===== src/rtl/fifo_ctrl_pkg.sv =====
// Shared types and FIFO threshold constants for the burst FIFO controller.
package fifo_ctrl_pkg;

   typedef enum logic [1:0] {
      IDLE,
      BURST,
      FLUSH
   } rd_state_t;

   localparam int unsigned FIFO_DEPTH = 64;
   localparam int unsigned EMPTY_THR  = 16;
   localparam int unsigned FULL_THR   = 48;

endpackage


===== src/rtl/rr_arb2.sv =====
// Two-way round-robin arbiter; the grant pointer moves only when advance is high.
module rr_arb2 (
   input  logic       clk,
   input  logic       reset,
   input  logic [1:0] req,
   input  logic       advance,
   output logic [1:0] gnt
);

   // 1 means requester 1 was granted most recently
   logic last_grant;

   always_comb begin
      gnt = req;
      if (req == 2'b11) begin
         gnt = last_grant ? 2'b01 : 2'b10;
      end
   end

   always_ff @(posedge clk) begin
      if (reset) begin
         last_grant <= 1'b1;
      end else if (advance && (gnt != 2'b00)) begin
         last_grant <= gnt[1];
      end
   end

endmodule


===== src/rtl/fifo_burst_ctrl.sv =====
// Arbitrates two byte producers onto the FIFO write port and drains the read
// port toward one consumer in fixed-length bursts, or completely on flush.
module fifo_burst_ctrl
   import fifo_ctrl_pkg::*;
#(
   parameter int unsigned BURST_LEN = EMPTY_THR,
   parameter int unsigned DEPTH     = FIFO_DEPTH
) (
   input  logic       clk,
   input  logic       reset,
   input  logic       in0_valid,
   input  logic [7:0] in0_data,
   output logic       in0_ready,
   input  logic       in1_valid,
   input  logic [7:0] in1_data,
   output logic       in1_ready,
   input  logic       flush,
   output logic       flush_done,
   output logic       out_valid,
   output logic [7:0] out_data,
   input  logic       out_ready,
   output logic       fifo_wr_en,
   output logic       fifo_rd_en,
   output logic [7:0] fifo_wdata,
   input  logic [7:0] fifo_rdata,
   input  logic       fifo_full,
   input  logic       fifo_empty
);

   localparam int unsigned OW = $clog2(DEPTH) + 1;
   localparam int unsigned BW = $clog2(BURST_LEN) + 1;

   rd_state_t     state;
   logic [OW-1:0] occ;
   logic [BW-1:0] beats;
   logic [1:0]    gnt;
   logic          wr_block;
   logic          rd_ok;
   logic          rd_pend;
   logic          skid_full;
   logic [7:0]    skid;

   rr_arb2 u_arb (
      .clk     (clk),
      .reset   (reset),
      .req     ({in1_valid, in0_valid}),
      .advance (fifo_wr_en),
      .gnt     (gnt)
   );

   assign wr_block   = reset || fifo_full || (state == FLUSH);
   assign in0_ready  = gnt[0] && !wr_block;
   assign in1_ready  = gnt[1] && !wr_block;
   assign fifo_wr_en = (in0_valid && in0_ready) || (in1_valid && in1_ready);
   assign fifo_wdata = gnt[1] ? in1_data : in0_data;

   assign out_valid = skid_full || rd_pend;
   assign out_data  = skid_full ? skid : fifo_rdata;
   // A read may issue only if the beat it produces is guaranteed a slot:
   // either the output drains this cycle or nothing is currently presented.
   // This keeps at most one beat between in-flight and skid, so none is lost.
   assign rd_ok = out_ready || !out_valid;

   always_comb begin
      fifo_rd_en = 1'b0;
      if (!reset) begin
         unique case (state)
            BURST:   fifo_rd_en = rd_ok;
            FLUSH:   fifo_rd_en = rd_ok && (occ != '0);
            default: fifo_rd_en = 1'b0;
         endcase
      end
   end

   always_ff @(posedge clk) begin
      if (reset) begin
         state      <= IDLE;
         beats      <= '0;
         flush_done <= 1'b0;
      end else begin
         flush_done <= 1'b0;
         unique case (state)
            IDLE: begin
               if (flush) begin
                  state <= FLUSH;
               end else if (!fifo_empty) begin
                  state <= BURST;
                  beats <= BW'(BURST_LEN);
               end
            end
            BURST: begin
               if (fifo_rd_en) begin
                  beats <= beats - BW'(1);
                  if (beats == BW'(1)) begin
                     state <= IDLE;
                  end
               end
            end
            FLUSH: begin
               if ((occ == '0) && !rd_pend && !skid_full) begin
                  flush_done <= 1'b1;
                  state      <= IDLE;
               end
            end
            default: state <= IDLE;
         endcase
      end
   end

   always_ff @(posedge clk) begin
      if (reset) begin
         occ <= '0;
      end else begin
         unique case ({fifo_wr_en, fifo_rd_en})
            2'b10:   occ <= occ + OW'(1);
            2'b01:   occ <= occ - OW'(1);
            default: occ <= occ;
         endcase
      end
   end

   always_ff @(posedge clk) begin
      if (reset) begin
         rd_pend   <= 1'b0;
         skid_full <= 1'b0;
         skid      <= '0;
      end else begin
         rd_pend <= fifo_rd_en;
         if (rd_pend && !out_ready) begin
            skid_full <= 1'b1;
            skid      <= fifo_rdata;
         end else if (skid_full && out_ready) begin
            skid_full <= 1'b0;
         end
      end
   end

endmodule


===== config.mk =====
export PLATFORM = sky130hd
export DESIGN_NAME = fifo_burst_ctrl
export DESIGN_NICKNAME = d
export VERILOG_FILES = /design/src/rtl/fifo_ctrl_pkg.sv /design/src/rtl/rr_arb2.sv /design/src/rtl/fifo_burst_ctrl.sv
export SDC_FILE = /design/constraint.sdc
export NUM_CORES = 1
export LEC_CHECK = 0
export CAP_MARGIN = 20
export CORE_ASPECT_RATIO = 1.4
export CORE_UTILIZATION = 40
export DETAILED_ROUTE_END_ITERATION = 8
export HOLD_SLACK_MARGIN = 0.1
export PLACE_DENSITY = 0.71
export SLEW_MARGIN = 25
export SYNTH_ARGS = -nofsm -noshare
export SYNTH_HDL_FRONTEND = slang
export SYNTH_SLANG_ARGS = --single-unit

===== constraint.sdc =====
create_clock -name clk -period 5.76 [get_ports clk]
set_clock_uncertainty 0.1 [all_clocks]
set_input_delay 0.576 -clock clk [delete_from_list [all_inputs] [get_ports clk]]
set_output_delay 0.576 -clock clk [all_outputs]
set_load 0.01 [all_outputs]

* Word level (Yosys, flattened, before mapping)
Cells that the tools add are included.
Storage, ports and cells: register bits 26, latch bits 0, RAM bits 0, bits in read-only memories 0, output and inout port bits 22, logic and storage cells 74, memories 0
Operators by class: add/subtract/negate cells 3, multipliers 0, divide/modulo/power cells 0, order comparisons 0, equality and inequality tests 12, shift operators 0, mux-type cells 20, bitwise logic cells 1, reduce and logical (&&, ||, !) cells 30
Operators with widths (count):
- 8-bit 2-to-1 mux | 2
- 5-bit 2-to-1 mux | 3
- 2-bit 2-to-1 mux | 7
- 7-bit one-hot mux with 2 select lines | 1
- 1-bit logical AND | 10
- 5-bit one-hot mux with 2 select lines | 1
- 2-bit != test (second input constant) | 4
- 4-bit AND reduction | 2
- 2-bit nonzero test | 4
- 7-bit by 1-bit adder with 7-bit output (second input constant) | 1
- 7-bit zero test | 1
- 7-bit nonzero test | 1
- 7-bit by 1-bit subtractor with 7-bit output (second input constant) | 1
- 2-bit == test (second input constant) | 3
- 2-bit one-hot mux with 3 select lines | 1
- 5-bit by 1-bit == test with 1-bit output (second input constant) | 1
- 1-bit zero test | 5
- 1-bit logical OR | 5
- 5-bit by 1-bit subtractor with 5-bit output (second input constant) | 1
- 2-bit by 1-bit == test with 1-bit output (second input constant) | 2
- 1-bit 2-to-1 mux | 4
- 3-bit != test (second input constant) | 1
- 2-bit zero test | 1
- 2-bit by 1-bit != test with 1-bit output (second input constant) | 1
- 3 further kinds | 3

* Logic depth before layout (Yosys ltp)
word-level depth 8, depth in mapped cells 12, depth with buffers taken out 12

* By module
From an unflattened synthesis, not the netlist that was laid out.
Unflattened totals: cell total of the unflattened synthesis 183, area, all modules 1690.4 sq um
By module, submodules not included:
- fifo_burst_ctrl | times used 1, cells an instance 176, area each 1629.1 sq um, sequential area each 500.5 sq um
- rr_arb2 | times used 1, cells an instance 7, area each 61.3 sq um, sequential area each 20.0 sq um

* Least setup slack after synthesis
No wires, ideal clock.
path kind in2reg, start point input port reset, end point register occ[6], library setup time 123 ps, data arrival time 2911 ps, setup slack 2626 ps, stages 11, cells stage by stage buf_2 -> nor2b_2 -> and2_1 -> nor2b_1 -> ha_1 -> inv_1 -> fa_1 -> nor2b_1 -> o21a_1 -> o211ai_1 -> mux2_1
On the way: elaborated cells between the ends (all ways) 13, those cells by class 2 x eq/ne; 2 x mux; 9 x reduce/logical
RTL lines:
- start: declaration | RTL line fifo_burst_ctrl.sv:10 | input logic reset,
- 1-bit 2-to-1 mux * | RTL line fifo_burst_ctrl.sv:66 | if (!reset) begin
- net fifo_rd_en | RTL line fifo_burst_ctrl.sv:23 | output logic fifo_rd_en,
- 2-bit by 1-bit == test with 1-bit output or 2-bit == test (tied branches) | RTL line fifo_burst_ctrl.sv:114 | unique case ({fifo_wr_en, fifo_rd_en})
- 7-bit one-hot mux with 2 select lines or 2-bit nonzero test (tied branches)
- end signal: assignment | RTL line fifo_burst_ctrl.sv:115 | 2'b10: occ <= occ + OW'(1);
- end signal: assignment | RTL line fifo_burst_ctrl.sv:116 | 2'b01: occ <= occ - OW'(1);
- end: declaration | RTL line fifo_burst_ctrl.sv:34 | logic [OW-1:0] occ;
Mark *: on every way through the listed nets, which the timed path passes. The rest lies on a longest branch. A chain may end at the register's enable or synchronous reset.

* Worst setup path in the final report
start point input port reset, end point register occ[6]
On the way: word-level cells in the longest chain between the ends 8, elaborated cells between the ends (all ways) 13, those cells by class 2 x eq/ne; 2 x mux; 9 x reduce/logical
Ends and longest elaborated chain:
- 1-bit logical OR (2 in series) | RTL line fifo_burst_ctrl.sv:51 | assign wr_block = reset || fifo_full || (state == FLUSH);
- 1-bit zero test | RTL line fifo_burst_ctrl.sv:52, fifo_burst_ctrl.sv:53
- 1-bit logical AND (on tied branches) | RTL line fifo_burst_ctrl.sv:52, fifo_burst_ctrl.sv:53
- 1-bit logical AND | RTL line fifo_burst_ctrl.sv:54 | assign fifo_wr_en = (in0_valid && in0_ready) || (in1_valid && in1_ready);
- 1-bit logical OR | RTL line fifo_burst_ctrl.sv:54
- 2-bit by 1-bit == test with 1-bit output or 2-bit == test (tied branches) | RTL line fifo_burst_ctrl.sv:114
- 7-bit one-hot mux with 2 select lines or 2-bit nonzero test (tied branches)
Parallel ways exist; a longest one is shown, timed or not.

==> qor.log <==
qor: sta.timing.hold.ws 0.397 ns
qor: grt.met3_usage 2.44%
qor: route.route.final.wire_length 3690 microns
qor: pwr.leakagePower 0.865 nW
qor: cts.clock_tree.root_cell sky130_fd_sc_hd__clkbuf_8
qor: floorplanning.fp.dieArea 4480 sq um
qor: synthesis.number_of_flops_mapped_to_enable_cells_by_yosys 0
qor: layout.final_util 57.6%
qor: floorplanning.fp.dieW 56.9 microns
qor: synthesis.count_of_unique_library_cells_instantiated_by_yosys 48
qor: synthesis.syn-num-nets 231
qor: route.ant_nets 0
qor: synthesis.synth_seq_cells 26
qor: floorplanning.initial_utilization 42.3%
qor: cts.cts_resized 0
qor: setup_path.worst_setup_path_end_kind flop
qor: sta.finalSetupTns 0 ns
qor: sta.unrepaired_setup_endpoints_after_global_routing false
qor: grt.global_route_usage_over_all_layers 18.0%
qor: floorplanning.row_count 27
qor: sta.max_clock_freq 255 MHz
qor: floorplanning.y_dimension_of_the_die 78.8 microns
qor: setup_path.critical_path.startpoint_type input pin
qor: route.drcViolationCount 4
qor: layout.layout-area-overhead-vs-synth 36.1%
qor: setup_path.ff2ff_setup_slack 2.50 ns
qor: sta.post-route-period-util 68.2%
qor: pwr.irDropWorstVdd 0.000127 V
qor: cts.tritoncts.num_buffers 3
qor: place.detailed_place_hpwl 2870 microns
qor: grt.global_route.usage.met2 33.3%
qor: synthesis.ys.flop_type sky130_fd_sc_hd__dfxtp_1
qor: cts.clockBufferDepth 2
qor: cts.tritoncts done
qor: sta.max-slew-margin-rel 36.3%
qor: grt.largest_net_degree_at_the_start_of_global_routing 28
qor: grt.global_route_wire_length_before_repair 6440 microns
qor: layout.nNetsFinal 281
qor: setup_path.worstSetupPathType input pin to flop
qor: grt.grt_overflow_total 0
qor: sta.layout_min_cycle_time 3.93 ns
qor: min_path.hold_path.class flop to flop
qor: sta.finalHoldViolCount 0
qor: route.drt_first_iter_violations 34
qor: synthesis.ys_async_sr_fraction 0%
qor: layout.num_antenna_cells 0
qor: sta.final-max-slew-violation-count 0
qor: grt.global_route_met1_utilization 20.0%
qor: setup_path.worst-path-max-fanout 27
qor: sta.tightestPinTransition 0.953 ns
qor: synthesis.synthesis_warnings 0
qor: cts.clk_transition_reported_paths 0.09 ns
qor: synthesis.synth-seq-area-share 30.9%
qor: synthesis.netlist_instances 187
qor: cts.cts_max_level 1
qor: cts.postCtsSetupRepairBufs 0
qor: flow_run.maxCapViolations 0
qor: cts.clock_insertion_delay_worst_skew 0.27 ns
qor: route.route.detailed.wl_per_inst 13.2 microns
qor: setup_path.critical_path_arrival 3.99 ns
qor: floorplanning.core_region_area 3990 sq um
qor: route.drt_pre_antenna_iters 6
qor: synthesis.postSynthAreaPerCell 9.02 sq um
qor: pwr.total_power_density_per_cell_area 212 nW/um^2
qor: sta.final-setup-viol-count 0
qor: route.vias 1539
qor: layout.fraction_of_final_layout_cells_sized_beyond_drive_strength_1 11.0%
qor: run_status.failed_checks DRC
qor: cts.cts_hold_repair.buffers 0
qor: synthesis.synth_area 1690 sq um
qor: setup_path.worst_ep_required_time 5.82 ns
qor: grt.gr-max-usage-layer met2
qor: place.number_of_input_and_output_port_buffers_inserted 53
qor: grt.antenna_found_initial 0
qor: run_status.outcome complete, but fails checks
qor: cts.cts_num_sinks 26
qor: floorplanning.pin_count 54
qor: place.gpl.final_weighted_congestion 0.836
qor: route.vias_per_cell 5.52
qor: grt.grt_pass1_vias 1513
## per-stage QoR
stage,std cells,setup WS (ns),instance area [sq um],power (mW)
6_report,279,1.83,2290,0.487
5_1_grt,279,1.50,2290,0.517
4_1_cts,279,1.81,2290,0.493
3_5_place_dp,275,1.52,2220,0.338
3_3_place_gp,275,1.58,2220,0.338
2_1_floorplan,187,2.63,1690,0.282
## per-layer routing
metal / up-vias / share of wire [%]
met5: - / 0
met4: 0 / 2.0
met3: 8 / 5.3
met2: 53 / 52
met1: 701 / 41
li1: 777 / -
## final timing paths
kind                 start  endpoint  cells past startpoint
setup / recovery     reset    occ[6]                     11
hold / removal    beats[1]  beats[1]                      2
setup reg to reg  state[0]    occ[6]                     12
hold reg to reg   beats[1]  beats[1]                      2
## final cells by class
cell class	instances	area (sq um)
fillers	385	1690
multi-input cells	138	1060
repair buffers	53	531
flip-flops and latches	26	520
inverters	15	56.3
well taps	43	53.8
clock buffers	3	41.3
clock inverters	1	30.0
## cell families (layout without fill, tap and decap cells)
group                      after synthesis  count (layout)  synth area share (%)
AOI/OAI and AO/OA                       40              40                  16.8
xor gates and xnor gates                 2               2                  1.04
adders and majority gates               12              12                  9.35
buffers and inverters                   23              72                  6.16
DFF                                     26              26                  30.9
muxes                                   25              25                  16.1
and+or+nand+nor                         59              59                  19.7
## where the power goes
| group | switching, mW | internal, mW | total, mW |
|---|---|---|---|
| sequential | 0.00789 | 0.190 | 0.198 |
| clock | 0.0597 | 0.0930 | 0.153 |
| combinational | 0.0643 | 0.0726 | 0.137 |
| total | 0.132 | 0.356 | 0.487 |
## sequential cells by signal, indices dropped and copies added (netlist names)
register          cells
state                 2
u_arb.last_grant      1
beats                 5
rd_pend               1
skid_full             1
skid                  8
flush_done            1
occ                   7
## cell usage after synthesis, types with 4 or more instances
cell type                 number  area share [%]
sky130_fd_sc_hd__o21ai_0       6             1.8
sky130_fd_sc_hd__ha_1         11             8.2
sky130_fd_sc_hd__inv_1        15             3.3
sky130_fd_sc_hd__a21oi_1       8             2.4
sky130_fd_sc_hd__nor2_1       17             3.8
sky130_fd_sc_hd__nand3_1       4             1.2
sky130_fd_sc_hd__dfxtp_1      26              31
sky130_fd_sc_hd__mux2i_1       8             4.7
sky130_fd_sc_hd__nor2b_1       6             2.2
sky130_fd_sc_hd__mux2_2       16              11
sky130_fd_sc_hd__nor3_1        5             1.5
## placed cells by master, fill, tap and decap left out, types with 4 or more instances in the layout
| cell type | instances |
|---|---|
| sky130_fd_sc_hd__clkdlybuf4s50_1 | 53 |
| sky130_fd_sc_hd__dfxtp_1 | 26 |
| sky130_fd_sc_hd__nor2_1 | 17 |
| sky130_fd_sc_hd__mux2_2 | 16 |
| sky130_fd_sc_hd__inv_1 | 15 |
| sky130_fd_sc_hd__ha_1 | 11 |
| sky130_fd_sc_hd__a21oi_1 | 8 |
| sky130_fd_sc_hd__mux2i_1 | 8 |
| sky130_fd_sc_hd__nor2b_1 | 6 |
| sky130_fd_sc_hd__o21ai_0 | 6 |
| sky130_fd_sc_hd__nor3_1 | 5 |
| sky130_fd_sc_hd__nand3_1 | 4 |
## worst max-delay path, cell delays in order
cell	delay [ns]
sky130_fd_sc_hd__clkdlybuf4s50_1	0.90
sky130_fd_sc_hd__nor2b_2	0.36
sky130_fd_sc_hd__and2_1	0.23
sky130_fd_sc_hd__nor2b_1	0.19
sky130_fd_sc_hd__ha_1	0.37
sky130_fd_sc_hd__inv_1	0.12
sky130_fd_sc_hd__fa_1	0.39
sky130_fd_sc_hd__nor2b_1	0.24
sky130_fd_sc_hd__o21a_1	0.18
sky130_fd_sc_hd__o211ai_1	0.11
sky130_fd_sc_hd__mux2_1	0.32
No activity file was read; power rests on OpenSTA's default activity.
